[src/rtl/srff_driver.sv]
// Purpose : driver for an srff set/reset flop; turns a raw, bouncy level into one-cycle s/r pulses.
// Latency : a stable din change before edge 1 gives lvl and the pulse after edge DEBOUNCE_CYCLES+2; state follows one edge later.
// Backpressure: none; the srff accepts a pulse every cycle, so no input is ever stalled.
//
// Ports:
//   clk     in   system clock, all logic on posedge
//   rst     in   synchronous active-high reset
//   din     in   raw asynchronous level request
//   s       out  one-cycle set pulse to the srff
//   r       out  one-cycle reset pulse to the srff
//   state   out  mirror of the srff q (one cycle after s/r)
//   lvl     out  debounced, synchronised din
//   expired out  high while a set has been auto-cleared and lvl is still high
module srff_driver #(
  parameter int unsigned DEBOUNCE_CYCLES   = 4,
  parameter int unsigned AUTO_CLEAR_CYCLES = 0,
  parameter int unsigned CNT_W             = 16
) (
  input  logic clk,
  input  logic rst,
  input  logic din,
  output logic s,
  output logic r,
  output logic state,
  output logic lvl,
  output logic expired
);

  // Terminal counts. When auto-clear is disabled AUTO_LAST is never used.
  localparam logic [CNT_W-1:0] DEB_LAST  = CNT_W'(DEBOUNCE_CYCLES - 1);
  localparam logic             AUTO_EN   = (AUTO_CLEAR_CYCLES != 0);
  localparam logic [CNT_W-1:0] AUTO_LAST = AUTO_EN ? CNT_W'(AUTO_CLEAR_CYCLES - 1) : '0;
  localparam logic [CNT_W-1:0] CNT_MAX   = {CNT_W{1'b1}};

  typedef enum logic [1:0] {
    ST_IDLE    = 2'd0,
    ST_SET     = 2'd1,
    ST_EXPIRED = 2'd2
  } fsm_e;

  // Synchroniser and debounce state.
  logic             din_meta_q;
  logic             din_sync_q;
  logic             lvl_q;
  logic             lvl_d;
  logic [CNT_W-1:0] deb_cnt_q;
  logic [CNT_W-1:0] deb_cnt_d;

  // Pulse FSM state and registered outputs.
  fsm_e             fsm_q;
  logic [CNT_W-1:0] tmr_q;
  logic             s_q;
  logic             r_q;
  logic             state_q;
  logic             expired_q;

  // Edge events are taken from the debounce next-state so the pulse leaves
  // on the same edge that lvl changes, rather than one cycle later.
  logic             lvl_rise;
  logic             lvl_fall;

  // ---------------------------------------------------------------------
  // Two-flop synchroniser
  // ---------------------------------------------------------------------
  always_ff @(posedge clk) begin
    if (rst) begin
      din_meta_q <= 1'b0;
      din_sync_q <= 1'b0;
    end else begin
      din_meta_q <= din;
      din_sync_q <= din_meta_q;
    end
  end

  // ---------------------------------------------------------------------
  // Debounce: lvl flips only after DEBOUNCE_CYCLES consecutive synchronised
  // samples disagree with it; any agreeing sample restarts the count.
  // ---------------------------------------------------------------------
  always_comb begin
    lvl_d     = lvl_q;
    deb_cnt_d = deb_cnt_q;
    if (din_sync_q == lvl_q) begin
      deb_cnt_d = '0;
    end else if (deb_cnt_q == DEB_LAST) begin
      lvl_d     = din_sync_q;
      deb_cnt_d = '0;
    end else begin
      deb_cnt_d = deb_cnt_q + CNT_W'(1);
    end
  end

  always_ff @(posedge clk) begin
    if (rst) begin
      lvl_q     <= 1'b0;
      deb_cnt_q <= '0;
    end else begin
      lvl_q     <= lvl_d;
      deb_cnt_q <= deb_cnt_d;
    end
  end

  assign lvl_rise = ~lvl_q &  lvl_d;
  assign lvl_fall =  lvl_q & ~lvl_d;

  // ---------------------------------------------------------------------
  // Pulse FSM with registered outputs.
  // ---------------------------------------------------------------------
  always_ff @(posedge clk) begin
    if (rst) begin
      fsm_q     <= ST_IDLE;
      tmr_q     <= '0;
      s_q       <= 1'b0;
      r_q       <= 1'b0;
      state_q   <= 1'b0;
      expired_q <= 1'b0;
    end else begin
      s_q <= 1'b0;
      r_q <= 1'b0;

      // Behaves exactly like the downstream srff clocked by our own pulses.
      if (s_q) begin
        state_q <= 1'b1;
      end else if (r_q) begin
        state_q <= 1'b0;
      end

      case (fsm_q)
        ST_IDLE: begin
          tmr_q <= '0;
          if (lvl_rise) begin
            s_q   <= 1'b1;
            fsm_q <= ST_SET;
          end
        end

        ST_SET: begin
          // A genuine fall wins over a coincident timeout: one r, back to idle.
          if (lvl_fall) begin
            r_q   <= 1'b1;
            tmr_q <= '0;
            fsm_q <= ST_IDLE;
          end else if (AUTO_EN && (tmr_q == AUTO_LAST)) begin
            r_q       <= 1'b1;
            tmr_q     <= '0;
            expired_q <= 1'b1;
            fsm_q     <= ST_EXPIRED;
          end else if (tmr_q != CNT_MAX) begin
            // Saturate so a long set with auto-clear off never wraps.
            tmr_q <= tmr_q + CNT_W'(1);
          end
        end

        ST_EXPIRED: begin
          // The flop was already cleared by the timeout pulse, so the
          // eventual fall only rearms; it produces no pulse.
          tmr_q <= '0;
          if (lvl_fall) begin
            expired_q <= 1'b0;
            fsm_q     <= ST_IDLE;
          end
        end

        default: begin
          tmr_q     <= '0;
          expired_q <= 1'b0;
          fsm_q     <= ST_IDLE;
        end
      endcase
    end
  end

  assign s       = s_q;
  assign r       = r_q;
  assign state   = state_q;
  assign lvl     = lvl_q;
  assign expired = expired_q;

endmodule

[config.mk]
export PLATFORM = sky130hd
export DESIGN_NAME = srff_driver
export DESIGN_NICKNAME = d
export VERILOG_FILES = /design/src/rtl/srff_driver.sv
export SDC_FILE = /design/constraint.sdc
export NUM_CORES = 1
export LEC_CHECK = 0
export BUFFER_PORTS_ARGS = -buffer_cell sky130_fd_sc_hd__buf_2
export CAP_MARGIN = 20
export CORE_MARGIN = 4
export CORE_UTILIZATION = 25
export DETAILED_ROUTE_END_ITERATION = 10
export SLEW_MARGIN = 5
export SYNTH_ARGS = -nofsm -noshare
export SYNTH_HDL_FRONTEND = slang
export SYNTH_SLANG_ARGS = --single-unit
[constraint.sdc]
create_clock -name clk -period 2.4 [get_ports clk]
set_clock_uncertainty 0.2 [all_clocks]
set_input_delay 0.12 -clock clk [delete_from_list [all_inputs] [get_ports clk]]
set_output_delay 0.12 -clock clk [all_outputs]
set_load 0.01 [all_outputs]
* Yosys cells after proc, flatten, opt, wreduce, memory -nomap -nowiden
Index checks and enable logic that the tools add are counted.
Word-level totals: register bits 25, bits in latches 0, RAM bits 0, memory bits (read-only) 0, input bits 3, output and inout bits 5, logic and storage cells 44, memories 0
Operators by class: add/sub/neg operators 1, multiply operators 0, divide/modulo/power cells 0, $lt $le $gt $ge 0, equal/unequal tests 7, shifts and indexed selects 0, muxes and demuxes 11, bitwise logic cells 7, reduce and logical (&&, ||, !) cells 9
Operator list (number):
- $add 16x1->16 const B | 1
- $eq 16x2->1 const B | 1
- $reduce_or 2->1 | 4
- $mux 1 | 7
- $not 1->1 | 5
- $mux 2 | 2
- $ne 2x2->1 const B | 2
- $pmux 2 s2 | 1
- $reduce_and 2->1 | 2
- $reduce_or 3->1 | 1
- $and 1x1->1 | 2
- $eq 2x1->1 const B | 1
- $eq 2x2->1 const B | 1
- $logic_not 2->1 | 1
- $ne 2x1->1 const B | 1
- $pmux 1 s2 | 1
- $reduce_bool 2->1 | 1
- $eq 1x1->1 | 1

* Logic depth before layout (Yosys ltp)
Gate-level depths: netlist of the first run.
depth after elaboration 7, gate-level depth with buffers 6, depth with buffers taken out 5

* Least setup slack after synthesis of the first run
OpenSTA, ideal clock, no wires.
kind reg-to-reg, start point reg deb_cnt_q[0], end point reg deb_cnt_q[10], library setup time 0.115 ns, arrival 1.350 ns, required time 2.085 ns, setup slack 0.735 ns, stages on the path, launching flop included 7, path buffers 1, period minus slack after synthesis 1.665 ns, cells stage by stage dfxtp_1 ha_1 nor3b_1 nand4_2 nand2_2 buf_4 nor2_1
Between the ends: cells in the longest elaborated chain, start to end 2, elaborated cells on any way between the ends 3, those cells by class add/sub (1); eq/ne (1); reduce/logical (1)
Ends and longest elaborated chain:
- from (decl) | RTL line 46 | logic [CNT_W-1:0] deb_cnt_q;
- from (signal assigned) | RTL line 98 | deb_cnt_q <= deb_cnt_d;
- branches (longest 2 deep; another with $add 16x1->16)
Parallel ways; which one is timed is not known. A chain may end at the register's enable or synchronous reset.

* Final worst setup path of the first run
start point reg deb_cnt_q[0], end point reg deb_cnt_q[5]
Same word-level chain as after synthesis.

==> flow_metrics.py, run 1 <==
metrics = {
    "outcome": {
        "status": "finished, final reports clean",
    },
    "pwr": {
        "seq_power_share": 0.599,
        "powerDensity_nw_per_um2": 575,
        "switching_share": 0.210,
        "clockPowerShare": 0.378,
        "pwr-share-comb": 0.023,
        "irDropWorstVdd_mv": 0.197,
        "p_total_uw": 647,
        "p_sw_uw": 136,
        "power.leakage_nw": 0.339,
        "p_int_uw": 511,
    },
    "setup_path": {
        "crit_fanout": 15,
        "rrSetupSlack_ns": 0.58,
        "worst_ep_required_time_ns": 2.35,
        "endpoint_kind": "flip-flop",
        "crit_chain": "ha_1 > nor3b_1 > nand4_2 > nand2_2 > nor2_1",
        "cp.arrival_ns": 1.77,
        "critPathLaunchType": "flip-flop",
        "max_stage_delay_ns": 0.38,
        "crit_type": "reg -> reg",
        "cpMaxStageDelayCell": "dfxtp_1",
    },
    "timing": {
        "fmax_ghz": 0.549,
        "setup_viol_count_final": 0,
        "final.min_clock_period_ns": 1.82,
        "final_max_slew_viol_count": 0,
        "rsz0062_at_grt": "no",
        "post-route-period-util": 0.759,
        "hold_violations": 0,
        "fin_setup_tns_ns": 0,
    },
    "grt": {
        "antenna_found_initial": 0,
        "grt_usage": 0.0800,
        "grt_overflow_total": 0,
        "grt_max_degree": 16,
        "grt_pass1_vias": 746,
        "grt_pass1_wl_um": 3220,
    },
    "synthesis": {
        "synthFlopType": "dfxtp_1",
        "synth-seq-cells": 23,
        "synth_edf_count": 0,
        "synth.top_cell.area_share": 0.472,
        "async_flop_share": 0,
        "synth_xor_area_frac": 0.126,
        "yosysSeqAreaShare": 0.472,
        "synthMuxAreaShare": 0.0103,
        "synth-simple-area-share": 0.318,
        "synth_top_cell_by_area": "dfxtp_1",
        "synthMostInstantiatedCell": "dfxtp_1",
        "syn_nets": 109,
        "synth_common_cells": "23 x dfxtp_1, 18 x nor2_1, 13 x xnor2_1, 5 x inv_1, 5 x nor4_1",
        "synth_compound_area_frac": 0.0218,
        "synth-adder-area-share": 0.0128,
        "ys_top_cells_by_area": "dfxtp_1 47%, xnor2_1 12%, nor2_1 6.9%",
        "avgSynthCellArea_um2": 9.28,
        "synth_top_family_by_area": "simple AND/OR/NAND/NOR gates",
        "post_synth_num_cell_types": 28,
        "synth_warnings": 0,
        "syn_inst": 105,
        "netlist_area_um2": 975,
    },
    "clock_tree": {
        "postCtsHoldBufs": 3,
        "clk_path_buf_depth": 2,
        "cts.repair.resized": 0,
        "cts_tree": "yes",
        "cts.htree.levels": 1,
        "cts-buffers-inserted": 3,
        "clock-sinks": 23,
        "post_cts_buffers": 0,
        "root_buffer": "clkbuf_8",
        "clkTransAtPathRegs_ns": 0.08,
        "clk_latency_ns": 0.27,
    },
    "place": {
        "dpl.hpwl_um": 1240,
        "place.gp.congestion": 0.771,
        "place.port_buffers": 6,
        "placedCellCount": 157,
    },
    "layout": {
        "multiInputGateArea_um2": 480,
        "regArea_um2": 460,
        "fin_util": 0.303,
        "instances_no_fill": 164,
        "syn_to_final_growth_pct": 15.4,
        "num_antenna_cells": 0,
        "drive_gt1_frac": 0.155,
        "nFillCells": 384,
        "fin_nets": 121,
    },
    "floorplan": {
        "fp-row-count": 22,
        "core_area_um2": 3720,
        "io_pins": 8,
        "start_util": 0.262,
        "dieArea_um2": 4960,
        "die_h_um": 70.4,
        "die_x_um": 70.4,
    },
    "drt": {
        "dr.first_iter.drc_count": 13,
        "wl_per_cell_um": 10.9,
        "drt-total-wl_um": 1790,
        "drtAntennaViolNets": 0,
        "routed_via_density": 4.39,
        "drc": 0,
        "dr.pass1.iters": 3,
        "via_count": 720,
    },
    "hold_path": {
        "hold_class": "reg -> reg",
    },
    "flow_run": {
        "cap_viol_max_count": 0,
    },
}
power by group through the flow:
stage	combinational (mW)	sequential, mW	clock (mW)
6_report	0.0150	0.388	0.245
3_5_place_dp	0.0115	0.396	0
4_1_cts	0.0151	0.387	0.253
2_1_floorplan	0.00890	0.396	0
3_3_place_gp	0.0111	0.396	0
5_1_grt	0.0167	0.388	0.269
path summary, 6_finish.rpt:
kind / depth (start not counted) / from / endpoint
max reg2reg: 5 / deb_cnt_q[0] / deb_cnt_q[5]
min reg2reg: 1 / din_meta_q / din_sync_q
max: 5 / deb_cnt_q[0] / deb_cnt_q[5]
min: 1 / din_meta_q / din_sync_q
layer usage:
layer  wire length (µm)  vias to the layer above  global-route usage
met3                 36                        3              0.0173
met5                  0                        -                   0
li1                   -                      377                   -
met2                850                       10               0.130
met1                860                      330              0.0942
met4                 46                        0              0.0511
sequential cells by signal, summed over array words and instances, names as in the netlist:
| signal | count |
|---|---|
| din_meta_q | 1 |
| s | 1 |
| fsm_q | 1 |
| din_sync_q | 1 |
| deb_cnt_q | 16 |
| state | 1 |
| r | 1 |
| lvl | 1 |
stage by stage:
| stage | setup WS [ns] | hold WS [ns] | area [µm²] |
|---|---|---|---|
| 3_3_place_gp | 0.655 | 0.138 | 1050 |
| 6_report | 0.578 | 0.255 | 1120 |
| 2_1_floorplan | 0.735 | -0.0106 | 975 |
| 3_5_place_dp | 0.577 | 0.164 | 1050 |
| 5_1_grt | 0.435 | 0.268 | 1120 |
| 4_1_cts | 0.557 | 0.258 | 1120 |
placed cells by master, fill, tap and decap left out, drive strengths merged:
cell         instances
inv                  5
nand2                5
nor4b                1
dlygate4sd3          3
clkbuf               4
or2                  1
and3                 1
buf                  6
nor2b                2
ha                   1
mux2i                1
nand2b               2
o21ai                1
nor2                20
xor2                 1
a31oi                1
nor4                 8
nor3b                1
xnor2               13
a21oi                2
nor3                 4
conb                 1
nand3                5
dfxtp               23
nand4                4
cells by family after synthesis:
group / count (synthesis)
other cells: 1
flops: 23
simple gates: 54
xor+xnor: 14
fa+ha+maj: 1
mux: 1
compound gates: 4
buf+inv: 7
worst max-delay path: cells and delay by family, from the launching register on:
kind,cells,cell delay [ns]
flops,1,0.38
fa+ha+maj,1,0.23
simple gates,4,0.89
cell type report:
cell class                 count  area share
multi-input combinational     75       0.427
timing repair buffer           9      0.0534
clock buffer                   4      0.0400
sequential                    23       0.409
inverter                       5      0.0167
tap                           48      0.0534
(Power assumes the default switching activity.)
==> run 2: changes to the inputs <==
clock period = 1.67 ns   (was 2.4 ns; I/O delays follow)
==> run 2 against run 1 <==
Register-to-register slack got worse by 0.51 ns; count of clock-buffer cells in the layout unchanged; global-route usage decreased by 0.51 points; first-iteration DRC count increased by 62%; cell area increased by 20%; core utilization increased by 6.1 points; flip-flop and latch count unchanged; die area unchanged; setup slack got worse by 0.51 ns; largest power group unchanged.
==> flow_metrics.py, run 2 (synthesis results as in run 1) <==
metrics = {
    "grt": {
        "grt_pass1_vias": 727,
        "antenna_found_initial": 0,
        "grt_pass1_wl_um": 3060,
        "grt_overflow_total": 0,
        "grt_max_degree": 16,
        "grt_usage": 0.0749,
    },
    "timing": {
        "hold_violations": 0,
        "setup_ws_ns": 0.0659,
        "post-route-period-util": 0.961,
        "final.min_clock_period_ns": 1.60,
        "rsz0062_at_grt": "yes",
        "setup_viol_count_final": 0,
        "fmax_ghz": 0.623,
        "final_max_slew_viol_count": 0,
    },
    "clock_tree": {
        "cts.htree.levels": 1,
        "clk_latency_ns": 0.26,
        "cts-buffers-inserted": 3,
        "cts_tree": "yes",
        "root_buffer": "clkbuf_8",
        "clk_path_buf_depth": 2,
        "clock-sinks": 23,
        "clkTransAtPathRegs_ns": 0.08,
    },
    "layout": {
        "regMostFlops": "deb_cnt_q",
        "nFillCells": 361,
        "syn_to_final_growth_pct": 38.5,
        "num_antenna_cells": 0,
        "largest_reg_flops": 16,
        "final_cell_mix": "18 x dfxtp_1, 17 x nor2_1, 13 x xnor2_1, 10 x buf_4, 6 x buf_2",
        "fin_nets": 132,
        "post-route-cell-area_um2": 1350,
        "drive_gt1_frac": 0.331,
        "layout_commonest_cell": "dfxtp_1",
    },
    "drt": {
        "drtAntennaViolNets": 0,
        "dr.first_iter.drc_count": 21,
        "drt-total-wl_um": 1890,
        "via_count": 768,
        "routed_via_density": 4.39,
        "wl_per_cell_um": 10.8,
        "drc": 0,
        "dr.pass1.iters": 4,
    },
    "setup_path": {
        "crit_end": "fsm_q[0]",
        "r2r_cells": 4,
        "crit_type": "reg -> reg",
        "critPathLaunch": "deb_cnt_q[6]",
        "rrSetupSlack_ns": 0.07,
        "critPathLaunchType": "flip-flop",
        "cp.arrival_ns": 1.60,
        "endpoint_kind": "flip-flop",
        "crit_fanout": 7,
        "regToRegEndpoint": "fsm_q[0]",
        "worst_ep_required_time_ns": 1.66,
        "r2r-start": "deb_cnt_q[6]",
    },
    "place": {
        "place.gp.congestion": 0.738,
        "placed_area_um2": 1130,
        "place.port_buffers": 6,
        "post-place-ws_ns": -0.0505,
        "dpl.hpwl_um": 1240,
    },
    "floorplan": {
        "die_x_um": 70.4,
        "fp-row-count": 22,
        "start_util": 0.262,
        "dieArea_um2": 4960,
        "core_area_um2": 3720,
        "io_pins": 8,
        "die_h_um": 70.4,
    },
    "pwr": {
        "powerDensity_nw_per_um2": 686,
        "p_total_uw": 926,
        "power.leakage_nw": 0.454,
        "irDropWorstVdd_mv": 0.508,
    },
    "hold_path": {
        "hold_class": "reg -> reg",
    },
    "flow_run": {
        "cap_viol_max_count": 0,
    },
    "outcome": {
        "status": "finished, final reports clean",
    },
}
## run 2: cell count changes in the layout (fill, tap and decap cells not counted), sizes merged
| cell | before | now |
|---|---|---|
| buf | 6 | 17 |
## run 2: where the power goes
part / internal [mW] / switching [mW] / total (mW)
combinational: 0.0143 / 0.0116 / 0.0260
sequential: 0.553 / 0.00366 / 0.557
clock: 0.170 / 0.173 / 0.343
## run 2: final cells by class
| type | instances | area (µm²) | share of cell area |
|---|---|---|---|
| Multi-Input combinational cell | 75 | 604 | 0.448 |
| Sequential cell | 23 | 467 | 0.346 |
| Timing Repair Buffer | 20 | 155 | 0.115 |
| Tap cell | 48 | 60.1 | 0.0445 |
| Clock buffer | 4 | 45.0 | 0.0334 |
| Inverter | 5 | 18.8 | 0.0139 |
## run 2: through the flow
step	setup TNS [ns]	instances	hold WS, ns	utilization
after floorplan	0	105	-0.0471	-
after global placement	0	166	0.101	0.304
after detailed placement	-0.0649	166	0.113	0.304
after CTS	0	173	0.255	0.329
after global routing	-0.0490	175	0.271	0.363
final	0	175	0.253	0.363
## run 2: critical path, stage by stage (launching register included)
cell and delay (ns):
dfxtp_1 0.39, nor4_4 0.37, nand4_4 0.19, or2_0 0.24, a31oi_1 0.15
## run 2: metal layers
layer | vias up | wire (µm) | track usage
li1 | 398 | - | -
met1 | 355 | 831 | 0.0916
met2 | 13 | 982 | 0.125
met3 | 2 | 66 | 0.0259
met4 | 0 | 9 | 0.0191
met5 | - | 0 | 0
## run 2: timing repair
item	4_1_cts	5_1_grt
gates cloned	0	0
setup endpoints to repair	5	18
hold buffers	3	0
hold endpoints to repair	7	0
resized for setup	3	20
buffers inserted	0	2
pin swaps	2	5
## run 2: worst min path at each step
| stage | cells after the start | endpoint | from | slack, ns |
|---|---|---|---|---|
| floorplan | 1 | fsm_q[0] | rst | -0.05 |
| global placement | 2 | din_meta_q | din | 0.10 |
| detailed placement | 2 | din_meta_q | din | 0.11 |
| CTS | 1 | din_sync_q | din_meta_q | 0.25 |
| global route | 1 | din_sync_q | din_meta_q | 0.27 |
| finish | 1 | din_sync_q | din_meta_q | 0.25 |
==> run 3: changes to the inputs <==
ABC_AREA = 1   (was unset)
==> run 3 against run 2 <==
Wire length is 32% higher; count of clock-buffer cells in the layout is 1 lower; first-iteration DRC count rose to 5.8 times the previous value; die area rose by 16%; worst hold slack worse by 0.039 ns; via count increased by 40%; total power hardly changed; core utilization decreased by 5.7 points; register-to-register slack better by 0.09 ns; synthesized cell count up 66%; fmax rose by 4.6%; critical path depth increased by 3; critical path type is now in -> reg; largest cell class unchanged; largest power group unchanged.
==> flow_metrics.py, run 3 <==
metrics = {
    "outcome": {
        "status": "finished, final reports clean",
    },
    "timing": {
        "post-route-period-util": 0.918,
        "hold_violations": 0,
        "setup_viol_count_final": 0,
        "fin_setup_tns_ns": 0,
        "fmax_ghz": 0.652,
        "final.min_clock_period_ns": 1.53,
        "hold_ws_ns": 0.214,
        "rsz0062_at_grt": "no",
        "setup_ws_ns": 0.136,
        "final_max_slew_viol_count": 0,
    },
    "drt": {
        "via_count": 1076,
        "drc": 0,
        "drt-total-wl_um": 2490,
        "dr.first_iter.drc_count": 122,
        "routed_via_density": 4.46,
        "dr.pass1.iters": 4,
        "drtAntennaViolNets": 0,
        "wl_per_cell_um": 10.3,
    },
    "clock_tree": {
        "cts-buffers-inserted": 3,
        "cts_tree": "yes",
        "post_cts_buffers": 0,
        "clk_latency_ns": 0.27,
        "clkTransAtPathRegs_ns": 0.09,
        "cts.htree.levels": 1,
        "clk_path_buf_depth": 2,
        "root_buffer": "clkbuf_8",
        "clock-sinks": 23,
    },
    "layout": {
        "largest_reg_flops": 16,
        "instances_no_fill": 241,
        "final_cell_mix": "38 x nor2_1, 35 x nand2_1, 26 x inv_1, 22 x dfxtp_1, 11 x nand3_1",
        "regMostFlops": "deb_cnt_q",
        "fin_nets": 194,
        "layout_commonest_cell": "nor2_1",
        "multiInputGateArea_um2": 584,
        "nFillCells": 488,
        "drive_gt1_frac": 0.116,
        "num_antenna_cells": 0,
        "regArea_um2": 462,
        "syn_to_final_growth_pct": 17.0,
    },
    "pwr": {
        "powerDensity_nw_per_um2": 690,
        "irDropWorstVdd_mv": 0.270,
        "power.leakage_nw": 0.528,
    },
    "hold_path": {
        "hold_class": "reg -> reg",
    },
    "grt": {
        "use_met2": 0.149,
        "grt_pass1_wl_um": 4060,
        "antenna_found_initial": 0,
        "top_usage_layer": "met2",
        "use_met1": 0.119,
        "grt_overflow_total": 0,
        "grt_pass1_vias": 972,
        "grt_max_degree": 17,
        "gr-usage-met3": 0.0277,
        "grt_usage": 0.0934,
    },
    "synthesis": {
        "netlist_area_um2": 1150,
        "ys_top_cells_by_area": "dfxtp_1 40%, nor2_1 13%, nand2_1 12%",
        "syn_nets": 178,
        "async_flop_share": 0,
        "synthFlopType": "dfxtp_1",
        "synth_warnings": 0,
        "post_synth_num_cell_types": 21,
        "avgSynthCellArea_um2": 6.59,
        "synth_common_cells": "39 x nor2_1, 36 x nand2_1, 26 x inv_1, 23 x dfxtp_1",
        "synthMostInstantiatedCell": "nor2_1",
        "synth_top_cell_by_area": "dfxtp_1",
        "yosysSeqAreaShare": 0.402,
        "synth.top_cell.area_share": 0.402,
        "synth_edf_count": 0,
        "synth-seq-cells": 23,
        "syn_inst": 174,
    },
    "place": {
        "place.gp.congestion": 0.826,
        "dpl.hpwl_um": 1800,
        "placedCellCount": 233,
        "place.port_buffers": 6,
        "post-place-ws_ns": 0.0810,
    },
    "setup_path": {
        "max_stage_delay_ns": 0.53,
        "cp.arrival_ns": 1.53,
        "crit_fanout": 8,
        "cpMaxStageDelayCell": "dlygate4sd3_1",
        "crit_chain": "dlygate4sd3_1 > buf_2 > inv_1 > o21ai_0 > a21oi_2 > nand2_4 > nor3b_1",
        "critPathLaunchType": "input port",
        "endpoint_kind": "flip-flop",
        "crit_type": "in -> reg",
        "worst_ep_required_time_ns": 1.67,
    },
    "floorplan": {
        "core_area_um2": 4380,
        "die_h_um": 75.7,
        "die_x_um": 75.7,
        "fp-row-count": 24,
        "io_pins": 8,
        "dieArea_um2": 5730,
        "start_util": 0.261,
    },
    "flow_run": {
        "cap_viol_max_count": 0,
    },
}
==> run 3: cell count changes in the layout (fill, tap and decap cells not counted), moves of 4 or more <==
| cell | change |
|---|---|
| nand2_1 | +31 |
| buf_4 | -7 |
| xnor2_1 | -12 |
| a21oi_1 | +8 |
| nor4_4 | -5 |
| nor3_1 | +4 |
| dfxtp_1 | +4 |
| dfxtp_2 | -4 |
| nand3_1 | +8 |
| inv_1 | +21 |
| nor2_1 | +21 |
==> run 3: critical path: cells and delay by family <==
kind | cells | cell delay [ns]
AOI/OAI and AO/OA | 2 | 0.35
buffers and inverters | 3 | 0.78
and+or+nand+nor | 2 | 0.32
==> run 3: stage by stage <==
| step | total power, mW | util | cell area [µm²] |
|---|---|---|---|
| after floorplan | 0.578 | - | 1150 |
| after CTS | 0.934 | 0.301 | 1320 |
| after global routing | 0.964 | 0.306 | 1340 |
| after global placement | 0.580 | 0.283 | 1240 |
| final | 0.926 | 0.306 | 1340 |
| after detailed placement | 0.580 | 0.283 | 1240 |
==> run 3: cells by family (layout without fill, tap and decap cells) <==
group | Yosys count | in the layout | synth area share
buf+inv | 29 | 43 | 0.108
xor+xnor | 3 | 3 | 0.0229
fa+ha+maj | 1 | 1 | 0.0109
compound gates | 15 | 15 | 0.0655
simple gates | 102 | 103 | 0.388
other cells | 1 | 1 | 0.00327
flops | 23 | 23 | 0.402
==> run 3: report_power, final <==
part,leakage [nW],internal [mW],switching (mW),total [mW]
combinational,0.316,0.00932,0.0117,0.0210
clock,0.0255,0.167,0.185,0.351
sequential,0.186,0.551,0.00246,0.553
total,0.528,0.727,0.199,0.926
==> run 3: layout make-up <==
type                       instances  share of cell area
multi-input combinational        123               0.436
sequential                        23               0.344
inverter                          27              0.0756
timing repair buffer              12              0.0616
tap                               52              0.0485
clock buffer                       3              0.0308
clock inverter                     1             0.00373
==> run 3: final timing paths <==
check,startpoint,end,slack (ns),cells after the start
min reg2reg,din_meta_q,din_sync_q,0.21,2
max reg2reg,deb_cnt_q[0],deb_cnt_q[11],0.16,8
max,rst,deb_cnt_q[11],0.14,7
min,din_meta_q,din_sync_q,0.21,2
==> run 3: timing repair <==
item	CTS	global route
gates resized for setup	0	6
hold buffers	3	0
endpoints found under the setup margin	0	19
endpoints found under the hold margin	7	0
==> run 3: routing by layer <==
| layer | up-vias | share of wire |
|---|---|---|
| met5 | - | 0 |
| met4 | 0 | 0.014 |
| met3 | 4 | 0.067 |
| met2 | 29 | 0.44 |
| met1 | 469 | 0.48 |
| li1 | 574 | - |
